$ cat config.mk
export PLATFORM = sky130hd
export DESIGN_NAME = vga_timing_gen
export DESIGN_NICKNAME = d
export VERILOG_FILES = /design/src/rtl/vga_timing_gen.sv
export SDC_FILE = /design/constraint.sdc
export NUM_CORES = 1
export LEC_CHECK = 0
export ABC_AREA = 1
export BUFFER_PORTS_ARGS = -buffer_cell sky130_fd_sc_hd__buf_4
export CORE_MARGIN = 1
export CORE_UTILIZATION = 48
export DETAILED_ROUTE_END_ITERATION = 7
export PLACE_DENSITY = 0.73
export SETUP_SLACK_MARGIN = 0.02
export SYNTH_ARGS = -nofsm -noshare
export SYNTH_HDL_FRONTEND = slang
export SYNTH_SLANG_ARGS = --single-unit
$ cat constraint.sdc
create_clock -name clk -period 1.77 [get_ports clk]
set_input_delay 0.177 -clock clk [delete_from_list [all_inputs] [get_ports clk]]
set_output_delay 0.177 -clock clk [all_outputs]
set_load 0.03 [all_outputs]
$ cat src/rtl/vga_timing_gen.sv
// Parametrised VGA raster timing generator: clock divider, h/v counters,
// registered sync/blank/position outputs and line/frame start strobes.
module vga_timing_gen #(
  parameter int H_ACTIVE = 640,
  parameter int H_FP     = 16,
  parameter int H_SYNC   = 96,
  parameter int H_BP     = 48,
  parameter int V_ACTIVE = 480,
  parameter int V_FP     = 10,
  parameter int V_SYNC   = 2,
  parameter int V_BP     = 33,
  parameter int CLK_DIV  = 2,
  parameter int HS_POL   = 0,
  parameter int VS_POL   = 0,
  parameter int POS_W    = 10
) (
  input  logic             clk,
  input  logic             rst,
  input  logic             en,
  output logic             vga_clk,
  output logic             pix_ce,
  output logic             h_sync,
  output logic             v_sync,
  output logic             blank_n,
  output logic             sync_n,
  output logic [POS_W-1:0] pos_x,
  output logic [POS_W-1:0] pos_y,
  output logic             line_start,
  output logic             frame_start
);

  localparam int H_TOTAL = H_ACTIVE + H_FP + H_SYNC + H_BP;
  localparam int V_TOTAL = V_ACTIVE + V_FP + V_SYNC + V_BP;
  localparam int XW      = POS_W + 1;

  if ((H_TOTAL - 1) >= (1 << POS_W)) begin : g_bad_h
    $error("vga_timing_gen: H_TOTAL-1 does not fit in POS_W bits");
  end
  if ((V_TOTAL - 1) >= (1 << POS_W)) begin : g_bad_v
    $error("vga_timing_gen: V_TOTAL-1 does not fit in POS_W bits");
  end
  if ((CLK_DIV % 2) != 0 || CLK_DIV < 2 || CLK_DIV > 16) begin : g_bad_div
    $error("vga_timing_gen: CLK_DIV must be even and within 2..16");
  end

  localparam logic [POS_W-1:0] H_LAST   = POS_W'(H_TOTAL - 1);
  localparam logic [POS_W-1:0] V_LAST   = POS_W'(V_TOTAL - 1);
  // One extra bit so thresholds equal to 2**POS_W do not alias to zero.
  localparam logic [XW-1:0]    H_ACT_END = XW'(H_ACTIVE);
  localparam logic [XW-1:0]    HS_START  = XW'(H_ACTIVE + H_FP);
  localparam logic [XW-1:0]    HS_END    = XW'(H_ACTIVE + H_FP + H_SYNC);
  localparam logic [XW-1:0]    V_ACT_END = XW'(V_ACTIVE);
  localparam logic [XW-1:0]    VS_START  = XW'(V_ACTIVE + V_FP);
  localparam logic [XW-1:0]    VS_END    = XW'(V_ACTIVE + V_FP + V_SYNC);
  localparam logic [3:0]       DIV_LAST  = 4'(CLK_DIV - 1);
  localparam logic [3:0]       DIV_HALF  = 4'(CLK_DIV / 2);
  localparam logic             HS_ON     = (HS_POL != 0);
  localparam logic             VS_ON     = (VS_POL != 0);

  logic [3:0]       div_cnt;
  logic [3:0]       div_next;
  logic [POS_W-1:0] x_next;
  logic [POS_W-1:0] y_next;
  logic [XW-1:0]    xe;
  logic [XW-1:0]    ye;

  assign sync_n = 1'b0;

  always_comb begin
    pix_ce   = en && (div_cnt == DIV_LAST);
    div_next = (div_cnt == DIV_LAST) ? '0 : div_cnt + 4'd1;
    x_next   = pos_x;
    y_next   = pos_y;
    if (pix_ce) begin
      if (pos_x == H_LAST) begin
        x_next = '0;
        y_next = (pos_y == V_LAST) ? '0 : pos_y + POS_W'(1);
      end else begin
        x_next = pos_x + POS_W'(1);
      end
    end
    xe = {1'b0, x_next};
    ye = {1'b0, y_next};
  end

  // Sync/blank are derived from the next counter values so they stay aligned with pos_x/pos_y.
  always_ff @(posedge clk) begin
    if (!rst) begin
      div_cnt     <= '0;
      vga_clk     <= 1'b0;
      pos_x       <= H_LAST;
      pos_y       <= V_LAST;
      blank_n     <= 1'b0;
      h_sync      <= ~HS_ON;
      v_sync      <= ~VS_ON;
      line_start  <= 1'b0;
      frame_start <= 1'b0;
    end else if (en) begin
      div_cnt     <= div_next;
      vga_clk     <= (div_next >= DIV_HALF);
      pos_x       <= x_next;
      pos_y       <= y_next;
      blank_n     <= (xe < H_ACT_END) && (ye < V_ACT_END);
      h_sync      <= ((xe >= HS_START) && (xe < HS_END)) ? HS_ON : ~HS_ON;
      v_sync      <= ((ye >= VS_START) && (ye < VS_END)) ? VS_ON : ~VS_ON;
      line_start  <= pix_ce && (x_next == '0);
      frame_start <= pix_ce && (x_next == '0) && (y_next == '0);
    end else begin
      line_start  <= 1'b0;
      frame_start <= 1'b0;
    end
  end

endmodule

==> metrics.cfg <==
[timing]
fin_crit_ns=1.76
rsz0062_at_grt=true
finalHoldViolCount=0
finalSetupViolCount=0
max_freq_mhz=568
period_share_pct=99.4
relSlewSlack_pct=65.0
final-max-slew-violation-count=0
fin_ws_ns=0.00992
worstMarginPinSlew_ns=0.525
clock_skew_ns=0.00825

[synth]
yosysSeqAreaShare_pct=33.1
syn_nets=285
synth-seq-cells=30
synth.distinct_cells=31
syn-mean-instance-area_um2=6.51
ys_warn_count=0
syn_area_mm2=0.00182
synthCells=279

[final_layout]
utilization_pct=73.1
multi_input_area_mm2=0.00113
n_antenna_cell=0
n_fill_cell=276
finalNetCount=349
area_growth_pct=39.5
drive_gt1_share_pct=35.8
ff_latch_area_um2=617

[pwr]
peakVddDrop_mv=0.698
power_frac_comb_pct=27.4
seq_power_share_pct=37.4
clock_power_share_pct=35.2
p_sw_mw=0.609
p_per_area_mw_per_mm2=767
intPower_mw=1.33
switching_share_pct=31.4
power_leakage_nw=1.22

[drt]
drc=0
dr.pass1.iters=4
dr.first_iter.drc_count=178
wl_per_cell_um=12.6
ant_nets=0
vias=2027
wirelength_mm=4.90
vias_per_cell=5.20

[place]
dp_hpwl_mm=3.54
port-buffer-count=29
place_congestion=0.861
place_ws_ns=0.00471

[global_route]
grt_pass1_vias=1818
globalRouteOverflowTotal=0
antenna_found_initial=0
grt_pass1_wl_mm=7.89
grt_util_all_layers_pct=25.3
grt_max_degree=17

[floorplan]
fp.dieArea_mm2=0.00403
fp-row-count=21
die_w_um=63.5
die_h_um=63.5
ioPinCount=31
coreArea_mm2=0.00347
start_util_pct=52.4

[clock_tree]
clk-insertion-delay-late_ns=0.28
htreeDepth=2
ctsHoldBuffers=0
clk_pin_slew_ns=0.07
cts_root_buffer=clkbuf_8
numCtsBuffers=5
clock-sinks=30
tritoncts=done
cts_max_path_buffers=2

[min_path]
worstHoldPathType=primary input to flip-flop

[setup_path]
cpPeakStageDelay_ns=0.36
r2r_slack_ns=0.01
required_ns=1.95
startpoint=pos_x[0]
reg2reg_to=v_sync
crit_top_cell=nand2_1
crit_path_end=v_sync
critPathLaunchType=flip-flop
crit_chain=ha_4 -> nand4_1 -> nor2_4 -> buf_6 -> nand3_2 -> nand2_2 -> inv_1 -> nor2_2 -> nand3_2 -> inv_1 -> nand2_1 -> nand2_1 -> nand2_1
endpoint_kind=flip-flop
r2r_cells=13
arrival_ns=1.94
r2r-start=pos_x[0]
critical_path_class=flip-flop to flip-flop
cp_slowest_cell=dfxtp_4
path_max_fanout=4

[run]
maxCapViolations=0

[run_status]
outcome=complete, no violations

## cell families (layout without fill, tap and decap cells)
family / count (synthesis) / in the layout / share of synthesized area, %
AOI/OAI and AO/OA: 22 / 22 / 7.09
adders and majority gates: 3 / 3 / 2.07
DFF: 30 / 30 / 33.1
other: 1 / 1 / 0.206
xor gates and xnor gates: 3 / 3 / 1.45
and+or+nand+nor: 177 / 177 / 46.1
buffers and inverters: 43 / 108 / 9.99
## registers in the layout, indices dropped and copies added (netlist names)
name and count:
v_sync 1, pos_x 10, line_start 1, h_sync 1, vga_clk 1, frame_start 1, div_cnt 4, pos_y 10
blank_n 1
## power by group through the flow
stage	clock [mW]	sequential (mW)	combinational [mW]
2_1_floorplan	0	0.795	0.245
3_3_place_gp	0	0.742	0.475
3_5_place_dp	0	0.742	0.479
4_1_cts	0.699	0.727	0.491
5_1_grt	0.733	0.731	0.577
6_report	0.683	0.728	0.533
## layer usage
layer  GRT usage, %  share of wire [%]  wire length, µm
met1           32.5                 44             2150
met4           10.5                1.8               89
met5              0                  0                0
met3           5.62                7.9              385
met2           40.3                 46             2270
## what timing repair did
item | in CTS | in global routing
cloned | 0 | 0
setup endpoints to repair | 2 | 6
pin swaps | 5 | 4
setup buffers | 1 | 3
gates resized for setup | 2 | 23
## cell type report
cell class | count | share of cell area [%]
clock buffer | 5 | 2.71
clock inverter | 3 | 1.58
inverter | 38 | 5.68
multi-input combinational | 206 | 44.4
sequential | 30 | 24.3
tap | 46 | 2.27
timing repair buffer | 62 | 19.0
## critical path, delay by kind of cell, from the launching register on
| kind | cells | cell delay (ns) |
|---|---|---|
| adder cells (fa/ha/maj) | 1 | 0.14 |
| buffers and inverters | 3 | 0.25 |
| AND/OR/NAND/NOR | 9 | 0.88 |
| flip-flops | 1 | 0.36 |
## stage by stage
| step | instance area, µm² | power, mW | instances | setup TNS (ns) | hold WS (ns) |
|---|---|---|---|---|---|
| after floorplan | 1850 | 1.04 | 279 | 0 | 0.280 |
| after global placement | 2310 | 1.22 | 378 | -0.0248 | 0.441 |
| after detailed placement | 2310 | 1.22 | 378 | 0 | 0.440 |
| after CTS | 2440 | 1.92 | 387 | 0 | 0.149 |
| after global routing | 2530 | 2.04 | 390 | -0.807 | 0.162 |
| final | 2530 | 1.94 | 390 | 0 | 0.159 |
## cell usage after synthesis (all sizes together)
library cell / number / area share, %
nand4: 8 / 3.6
a21oi: 6 / 1.9
o211a: 1 / 0.55
xor2: 3 / 1.4
nor3: 4 / 1.4
clkbuf: 2 / 0.41
buf: 3 / 1.7
ha: 3 / 2.1
dfxtp: 30 / 33
nand2: 81 / 18
a211oi: 1 / 0.41
o21ai: 14 / 4.3
clkinv: 2 / 0.48
nor2: 54 / 13
conb: 1 / 0.21
nand3: 30 / 10
inv: 36 / 7.4
## worst min path at each step
stage	depth (start not counted)	endpoint	slack [ns]	from
finish	3	h_sync	0.16	en
global route	2	pos_x[9]	0.16	rst
CTS	3	h_sync	0.15	en
detailed placement	3	h_sync	0.44	en
global placement	3	v_sync	0.44	en
floorplan	2	h_sync	0.28	en
## cell usage in the layout (no fill, tap or decap), drive strengths merged
master and instances:
a211oi 1, a21oi 6, buf 62, bufinv 1, clkbuf 5, clkinv 4
conb 1, dfxtp 30, ha 3, inv 36, nand2 81, nand3 30
nand4 8, nor2 54, nor3 4, o211a 1, o21ai 14, xor2 3
(Power assumes the default switching activity.)
